$ cat src/rtl/uart_rx_fifo_if.sv
// Register-block side of the UART receiver.
// Frame format, FIFO read port and status flags.
interface uart_rx_fifo_if #(
    parameter int FIFO_DEPTH = 16
);
    localparam int CW = $clog2(FIFO_DEPTH + 1);

    logic          rx_tick;
    logic          rx_en_i;
    logic [1:0]    data_bit_num_i;
    logic          parity_en_i;
    logic          parity_type_i;
    logic          stop_bit_num_i;
    logic          rd_en_i;
    logic          clr_ovr_i;
    logic [7:0]    rx_data_o;
    logic [1:0]    rx_err_o;
    logic          rx_valid_o;
    logic [CW-1:0] fifo_count_o;
    logic          rx_done_o;
    logic          overrun_o;

    modport master (
        output rx_tick, rx_en_i, data_bit_num_i, parity_en_i,
        output parity_type_i, stop_bit_num_i, rd_en_i, clr_ovr_i,
        input  rx_data_o, rx_err_o, rx_valid_o, fifo_count_o,
        input  rx_done_o, overrun_o
    );

    modport slave (
        input  rx_tick, rx_en_i, data_bit_num_i, parity_en_i,
        input  parity_type_i, stop_bit_num_i, rd_en_i, clr_ovr_i,
        output rx_data_o, rx_err_o, rx_valid_o, fifo_count_o,
        output rx_done_o, overrun_o
    );
endinterface

$ cat src/rtl/uart_rx_fifo.sv
// Oversampled UART receiver with configurable frame format,
// first-word fall-through receive FIFO and RTS flow control.
module uart_rx_fifo #(
    parameter int OVERSAMPLE    = 16,
    parameter int FIFO_DEPTH    = 16,
    parameter int RTS_THRESHOLD = 12
) (
    input  logic          clk,
    input  logic          rst_n,
    uart_rx_fifo_if.slave bus,
    input  logic          rx,
    output logic          rts_n
);
    localparam int TW = $clog2(OVERSAMPLE);
    localparam int AW = $clog2(FIFO_DEPTH);
    localparam int CW = $clog2(FIFO_DEPTH + 1);
    localparam logic [TW-1:0] HALF_LAST = TW'(OVERSAMPLE / 2 - 1);
    localparam logic [TW-1:0] FULL_LAST = TW'(OVERSAMPLE - 1);
    localparam logic [CW-1:0] DEPTH_C   = CW'(FIFO_DEPTH);
    localparam logic [CW-1:0] RTS_C     = CW'(RTS_THRESHOLD);

    typedef enum logic [2:0] {IDLE, START, DATA, PARITY, STOP} state_t;

    state_t        state, state_n;
    logic          rx_s1, rx_s2, rx_d;
    logic          rx_fall, start_frame;
    logic [TW-1:0] tick_cnt;
    logic          half_hit, full_hit, tick_wrap;
    logic [1:0]    nbits_q;
    logic          par_en_q, par_type_q, stop2_q;
    logic [2:0]    bit_cnt;
    logic          last_bit, stop_cnt;
    logic [7:0]    shreg;
    logic          perr_q, ferr_q, ferr_n;
    logic          push_req;

    logic [9:0]    mem [FIFO_DEPTH];
    logic [9:0]    head;
    logic [AW-1:0] wr_ptr, rd_ptr;
    logic [CW-1:0] count;
    logic          empty, full, pop, do_push;
    logic          done_q, ovr_q;

    // Two-flop synchroniser plus a history flop for edge detection.
    always_ff @(posedge clk or negedge rst_n) begin
        if (!rst_n) begin
            rx_s1 <= 1'b1;
            rx_s2 <= 1'b1;
            rx_d  <= 1'b1;
        end else begin
            rx_s1 <= rx;
            rx_s2 <= rx_s1;
            rx_d  <= rx_s2;
        end
    end

    assign rx_fall     = rx_d & ~rx_s2;
    assign start_frame = (state == IDLE) && bus.rx_en_i && rx_fall;
    assign half_hit    = bus.rx_tick && (tick_cnt == HALF_LAST);
    assign full_hit    = bus.rx_tick && (tick_cnt == FULL_LAST);
    assign tick_wrap   = (state == START) ? half_hit : full_hit;
    assign last_bit    = (bit_cnt == (3'd4 + {1'b0, nbits_q}));
    assign ferr_n      = ferr_q | ~rx_s2;

    // FSM state register.
    always_ff @(posedge clk or negedge rst_n) begin
        if (!rst_n) state <= IDLE;
        else        state <= state_n;
    end

    // Next state; a push is requested on the last mid-stop sample.
    always_comb begin
        state_n  = state;
        push_req = 1'b0;
        unique case (state)
            IDLE: begin
                if (start_frame) state_n = START;
            end
            START: begin
                if (!bus.rx_en_i) state_n = IDLE;
                else if (half_hit) state_n = rx_s2 ? IDLE : DATA;
            end
            DATA: begin
                if (!bus.rx_en_i) state_n = IDLE;
                else if (full_hit && last_bit)
                    state_n = par_en_q ? PARITY : STOP;
            end
            PARITY: begin
                if (!bus.rx_en_i) state_n = IDLE;
                else if (full_hit) state_n = STOP;
            end
            STOP: begin
                if (!bus.rx_en_i) state_n = IDLE;
                else if (full_hit && (stop_cnt == stop2_q)) begin
                    state_n  = IDLE;
                    push_req = 1'b1;
                end
            end
            default: state_n = IDLE;
        endcase
    end

    // Frame datapath: format latch, tick/bit counters, samples, flags.
    always_ff @(posedge clk or negedge rst_n) begin
        if (!rst_n) begin
            tick_cnt   <= '0;
            nbits_q    <= 2'b11;
            par_en_q   <= 1'b0;
            par_type_q <= 1'b0;
            stop2_q    <= 1'b0;
            bit_cnt    <= '0;
            stop_cnt   <= 1'b0;
            shreg      <= '0;
            perr_q     <= 1'b0;
            ferr_q     <= 1'b0;
        end else if (start_frame) begin
            tick_cnt   <= '0;
            nbits_q    <= bus.data_bit_num_i;
            par_en_q   <= bus.parity_en_i;
            par_type_q <= bus.parity_type_i;
            stop2_q    <= bus.stop_bit_num_i;
            bit_cnt    <= '0;
            stop_cnt   <= 1'b0;
            shreg      <= '0;
            perr_q     <= 1'b0;
            ferr_q     <= 1'b0;
        end else if (state != IDLE && bus.rx_tick) begin
            tick_cnt <= tick_wrap ? '0 : tick_cnt + TW'(1);
            if (full_hit && state == DATA) begin
                shreg[bit_cnt] <= rx_s2;
                bit_cnt        <= bit_cnt + 3'd1;
            end
            if (full_hit && state == PARITY)
                perr_q <= ^shreg ^ rx_s2 ^ par_type_q;
            if (full_hit && state == STOP) begin
                ferr_q   <= ferr_n;
                stop_cnt <= 1'b1;
            end
        end
    end

    assign empty   = (count == '0);
    assign full    = (count == DEPTH_C);
    assign pop     = bus.rd_en_i && !empty;
    assign do_push = push_req && (!full || pop);

    // Storage array; reads are gated by non-empty, so no reset.
    always_ff @(posedge clk) begin
        if (do_push) mem[wr_ptr] <= {ferr_n, perr_q, shreg};
    end

    // FIFO pointers and fill level.
    always_ff @(posedge clk or negedge rst_n) begin
        if (!rst_n) begin
            wr_ptr <= '0;
            rd_ptr <= '0;
            count  <= '0;
        end else begin
            if (do_push) wr_ptr <= wr_ptr + AW'(1);
            if (pop)     rd_ptr <= rd_ptr + AW'(1);
            unique case ({do_push, pop})
                2'b10:   count <= count + CW'(1);
                2'b01:   count <= count - CW'(1);
                default: count <= count;
            endcase
        end
    end

    // Status: done pulse, sticky overrun (set beats clear), RTS.
    always_ff @(posedge clk or negedge rst_n) begin
        if (!rst_n) begin
            done_q <= 1'b0;
            ovr_q  <= 1'b0;
            rts_n  <= 1'b1;
        end else begin
            done_q <= push_req;
            if (push_req && !do_push) ovr_q <= 1'b1;
            else if (bus.clr_ovr_i)   ovr_q <= 1'b0;
            rts_n <= (count >= RTS_C);
        end
    end

    assign head             = mem[rd_ptr];
    assign bus.rx_data_o    = empty ? 8'h00 : head[7:0];
    assign bus.rx_err_o     = empty ? 2'b00 : head[9:8];
    assign bus.rx_valid_o   = !empty;
    assign bus.fifo_count_o = count;
    assign bus.rx_done_o    = done_q;
    assign bus.overrun_o    = ovr_q;
endmodule

$ cat src/flat_wrapper.sv
// flat-port wrapper written by rule: the top's interface ports become plain ports
module uart_rx_fifo_flat 
#(
    parameter int OVERSAMPLE    = 16,
    parameter int FIFO_DEPTH    = 16,
    parameter int RTS_THRESHOLD = 12
)
  (clk, rst_n, rx, rts_n, bus_rx_tick, bus_rx_en_i, bus_data_bit_num_i, bus_parity_en_i, bus_parity_type_i, bus_stop_bit_num_i, bus_rd_en_i, bus_clr_ovr_i, bus_rx_data_o, bus_rx_err_o, bus_rx_valid_o, bus_fifo_count_o, bus_rx_done_o, bus_overrun_o);
  uart_rx_fifo_if #(.FIFO_DEPTH(FIFO_DEPTH)) bus_i ();
  input  logic clk;
  input  logic rst_n;
  input  logic rx;
  output logic rts_n;
  input wire logic [$bits(bus_i.rx_tick)-1:0] bus_rx_tick;
  input wire logic [$bits(bus_i.rx_en_i)-1:0] bus_rx_en_i;
  input wire logic [$bits(bus_i.data_bit_num_i)-1:0] bus_data_bit_num_i;
  input wire logic [$bits(bus_i.parity_en_i)-1:0] bus_parity_en_i;
  input wire logic [$bits(bus_i.parity_type_i)-1:0] bus_parity_type_i;
  input wire logic [$bits(bus_i.stop_bit_num_i)-1:0] bus_stop_bit_num_i;
  input wire logic [$bits(bus_i.rd_en_i)-1:0] bus_rd_en_i;
  input wire logic [$bits(bus_i.clr_ovr_i)-1:0] bus_clr_ovr_i;
  output wire logic [$bits(bus_i.rx_data_o)-1:0] bus_rx_data_o;
  output wire logic [$bits(bus_i.rx_err_o)-1:0] bus_rx_err_o;
  output wire logic [$bits(bus_i.rx_valid_o)-1:0] bus_rx_valid_o;
  output wire logic [$bits(bus_i.fifo_count_o)-1:0] bus_fifo_count_o;
  output wire logic [$bits(bus_i.rx_done_o)-1:0] bus_rx_done_o;
  output wire logic [$bits(bus_i.overrun_o)-1:0] bus_overrun_o;
  assign bus_i.rx_tick = bus_rx_tick;
  assign bus_i.rx_en_i = bus_rx_en_i;
  assign bus_i.data_bit_num_i = bus_data_bit_num_i;
  assign bus_i.parity_en_i = bus_parity_en_i;
  assign bus_i.parity_type_i = bus_parity_type_i;
  assign bus_i.stop_bit_num_i = bus_stop_bit_num_i;
  assign bus_i.rd_en_i = bus_rd_en_i;
  assign bus_i.clr_ovr_i = bus_clr_ovr_i;
  assign bus_rx_data_o = bus_i.rx_data_o;
  assign bus_rx_err_o = bus_i.rx_err_o;
  assign bus_rx_valid_o = bus_i.rx_valid_o;
  assign bus_fifo_count_o = bus_i.fifo_count_o;
  assign bus_rx_done_o = bus_i.rx_done_o;
  assign bus_overrun_o = bus_i.overrun_o;
  uart_rx_fifo #(.OVERSAMPLE(OVERSAMPLE), .FIFO_DEPTH(FIFO_DEPTH), .RTS_THRESHOLD(RTS_THRESHOLD)) u_core (.clk(clk), .rst_n(rst_n), .bus(bus_i), .rx(rx), .rts_n(rts_n));
endmodule
$ cat config.mk
export PLATFORM = sky130hd
export DESIGN_NAME = uart_rx_fifo_flat
export DESIGN_NICKNAME = d
export VERILOG_FILES = /design/src/rtl/uart_rx_fifo_if.sv /design/src/rtl/uart_rx_fifo.sv /design/src/flat_wrapper.sv
export SDC_FILE = /design/constraint.sdc
export NUM_CORES = 1
export LEC_CHECK = 0
export BUFFER_PORTS_ARGS = -buffer_cell sky130_fd_sc_hd__buf_2
export CORE_UTILIZATION = 35
export CTS_CLUSTER_SIZE = 16
export DETAILED_ROUTE_END_ITERATION = 10
export SYNTH_ARGS = -nofsm -noshare
export SYNTH_HDL_FRONTEND = slang
export SYNTH_SLANG_ARGS = --single-unit
$ cat constraint.sdc
create_clock -name clk -period 2.8 [get_ports clk]
set_clock_uncertainty 0.1 [all_clocks]
set_input_delay 0 -clock clk [delete_from_list [all_inputs] [get_ports clk]]
set_output_delay 0 -clock clk [all_outputs]
set_load 0.02 [all_outputs]
==> results.json <==
{
  "status": "finished clean",
  "postSynthCellCount": 495,
  "cpMostUsedCell": "mux4_2",
  "fin_crit_ns": 2.69,
  "cts_sinks": 205,
  "drv_slew": 0,
  "worstPathArrival_ns": 2.59,
  "hold_buffers": 12,
  "cts_buffers": 22,
  "ir_drop_mv": 0.481,
  "io_pins": 31,
  "clk_path_buf_depth": 3,
  "h-tree-depth": 1,
  "worst_slew_pin_slew_ns": 1.02,
  "die_w_microns": 158,
  "cap_violations": 0,
  "post_drt_wl_per_cell_microns": 18.7,
  "grt_max_degree": 46,
  "tns_ns": 0,
  "worst_path_largest_cell_delay_ns": 0.60,
  "nets": 582,
  "relSlewSlack": 0.321,
  "routed_wl_mm": 16.8,
  "syn-num-nets": 516,
  "cts_resized": 0,
  "worstSetupPathDepth": 5,
  "dp.final_hpwl_mm": 10.5,
  "finalCritPeriodShare": 0.961,
  "drc": 0,
  "wl_met1_mm": 7.44,
  "io_buffers": 30,
  "syn-cell-area_sq_um": 8550,
  "antenna_cells": 0,
  "drt_first_pass_iters": 4,
  "critPathKind": "reg2out",
  "dieArea_sq_um": 25100,
  "antenna_found_initial": 0,
  "met3WireLength_microns": 801,
  "grt_pass1_vias": 4679,
  "gp_congestion": 0.865,
  "dr_wl_met2_mm": 8.34,
  "setup_violations": 0,
  "ff2ff_path_depth": 10,
  "synth_area_leaders": "edfxtp_1 (56%), mux4_2 (13%), dfrtp_1 (11%)",
  "core_area_sq_um": 23700,
  "rsz0062_at_grt": "no",
  "cts_root_buffer": "clkbuf_16",
  "vias_per_cell": 5.04,
  "overflow": 0,
  "whs_path_depth": 2,
  "postLayoutCoreUtil": 0.426,
  "die_h_microns": 158,
  "via_count": 4517,
  "ant_nets": 0,
  "drive_above_1_share": 0.276,
  "synth_area_per_cell_sq_um": 17.3,
  "grt_pass1_wl_mm": 26.5,
  "crit_family": "multiplexers",
  "nFillCells": 2159,
  "path_buf_inv": 2,
  "hold_violations": 0,
  "synth.top_cell.area_share": 0.562,
  "dp_cells": 844,
  "path_clk_slew_ns": 0.06,
  "grtUsageTotal": 0.141,
  "top_layer": "met4",
  "powerDensity_nw_per_um2": 913,
  "synth_edf_count": 160,
  "synth_cell_type_count": 55,
  "yosysSeqAreaShare": 0.695,
  "holdWs_ns": 0.0603,
  "crit_fanout": 43,
  "leakagePower_nw": 3.49,
  "post_cts_buffers": 0,
  "hp-class": "in2reg",
  "ys_ff_latch": 205,
  "startpoint_type": "register",
  "finalNonFillerCells": 896,
  "clk_latency_ns": 0.49,
  "drt_iter0_markers": 294,
  "rows": 56,
  "initial_core_util": 0.361,
  "synth_top_area_cell": "edfxtp_1",
  "critPathRequiredTime_ns": 2.70,
  "synth_ff_type": "edfxtp_1",
  "async_reset_ff_frac": 0.220,
  "end_kind": "primary output",
  "cts_tree": "done",
  "fmax_mhz": 372,
  "syn_to_final_growth_pct": 17.9,
  "crit_path_cell_trace": "buf_12 > mux4_2 > mux4_2 > nor2b_1 > buf_2",
  "crit_slowest_cell": "mux4_2",
  "ys.warnings.count": 0
}
layout make-up:
class / count / area [sq um] / area share
tap: 319 / 399 / 0.0396
timing repair buffer: 67 / 483 / 0.0479
multi-input combinational: 255 / 2450 / 0.243
inverter: 10 / 37.5 / 0.00372
clock buffer: 30 / 632 / 0.0627
sequential: 205 / 5940 / 0.589
clock inverter: 10 / 136 / 0.0135
flip-flops by register name (all words and copies together) (netlist names), 2 cells and up:
name,count
u_core.mem,160
u_core.wr_ptr,4
u_core.bit_cnt,3
u_core.rd_ptr,4
u_core.nbits_q,2
u_core.tick_cnt,4
u_core.shreg,8
u_core.state,3
u_core.bus.fifo_count_o,5
synthesized netlist by cell type (all sizes together), types with 2 or more instances:
master / n
ha: 9
nand4: 2
nand2: 45
dfrtp: 39
mux2i: 10
xor2: 3
inv: 9
clkbuf: 13
or2: 2
mux4: 50
o31ai: 2
and4: 2
nor2: 25
a21o: 2
a31oi: 3
nor3: 6
a211oi: 2
buf: 12
o21ai: 11
or3: 4
and3: 2
nand2b: 4
a21oi: 4
mux2: 2
and2: 2
nor2b: 14
o211ai: 3
nor3b: 2
nand3: 8
dfstp: 6
edfxtp: 160
xnor2: 22
kinds of logic (layout without fill, tap and decap cells):
kind of cell	after synthesis	after routing	synth area share
AOI/OAI and AO/OA	34	34	0.0274
muxes	62	62	0.147
DFF	205	205	0.695
and+or+nand+nor	125	125	0.0735
adders and majority gates	9	9	0.0132
buffers and inverters	35	117	0.0187
xor gates and xnor gates	25	25	0.0256
placed cells by master, fill, tap and decap left out, types with 3 or more instances in the layout:
| cell type | count |
|---|---|
| a31oi_1 | 3 |
| o211ai_1 | 3 |
| bufinv_16 | 3 |
| buf_2 | 30 |
| xor2_1 | 3 |
| nor2b_1 | 14 |
| clkinv_2 | 4 |
| dlygate4sd3_1 | 12 |
| nor3_1 | 5 |
| clkbuf_1 | 4 |
| dfrtp_1 | 38 |
| mux2i_1 | 10 |
| a21oi_1 | 4 |
| nand2_1 | 45 |
| edfxtp_1 | 160 |
| nand3_1 | 8 |
| inv_1 | 9 |
| clkbuf_16 | 23 |
| or3_1 | 4 |
| o21ai_0 | 9 |
| ha_1 | 9 |
| dfstp_2 | 6 |
| nand2b_1 | 4 |
| nor2_1 | 24 |
| mux4_2 | 50 |
| clkbuf_8 | 3 |
| xnor2_1 | 22 |
| buf_4 | 23 |
power by group:
part	leakage [nW]	switching [W]	total [W]	internal, W
combinational	1.17	0.00126	0.00250	0.00124
sequential	1.94	0.000245	0.00370	0.00346
clock	0.374	0.00114	0.00301	0.00187
worst register-to-register path: cells and delay by family (launching register included):
family                     cells  cell delay [ns]
adders and majority gates      2             0.47
and+or+nand+nor                4             1.01
AOI/OAI and AO/OA              2             0.23
DFF                            1             0.41
xor gates and xnor gates       2             0.24
per-stage QoR:
stage / power [W] / instance area (sq um) / setup slack, ns
3_3_place_gp: 0.00624 / 9190 / 0.329
2_1_floorplan: 0.00560 / 8550 / 0.00924
3_5_place_dp: 0.00629 / 9190 / 0.263
6_report: 0.00921 / 10100 / 0.110
5_1_grt: 0.00963 / 10100 / 0.0120
4_1_cts: 0.00934 / 10100 / 0.0636
final timing paths:
path,startpoint,end,slack [ns]
worst max-delay path,u_core.rd_ptr[0]$_DFFE_PN0P_,bus_rx_data_o[6],0.11
worst min-delay path,rx,u_core.rx_s1$_DFF_PN1_,0.06
worst max register to register,u_core.tick_cnt[0]$_DFFE_PN0P_,u_core.bus.fifo_count_o[4]$_DFFE_PN0P_,0.23
worst min register to register,u_core.rx_s1$_DFF_PN1_,u_core.rx_s2$_DFF_PN1_,0.26
max in group asynchronous,rst_n,u_core.rd_ptr[0]$_DFFE_PN0P_,1.78
min in group asynchronous,rst_n,u_core.rd_ptr[2]$_DFFE_PN0P_,0.13
per-layer routing:
layer,vias to the layer above,track usage
met1,2337,0.190
met3,17,0.0264
li1,2044,-
met5,-,0
met2,119,0.239
met4,0,0.0266
Power figures use the tool's default switching activity.
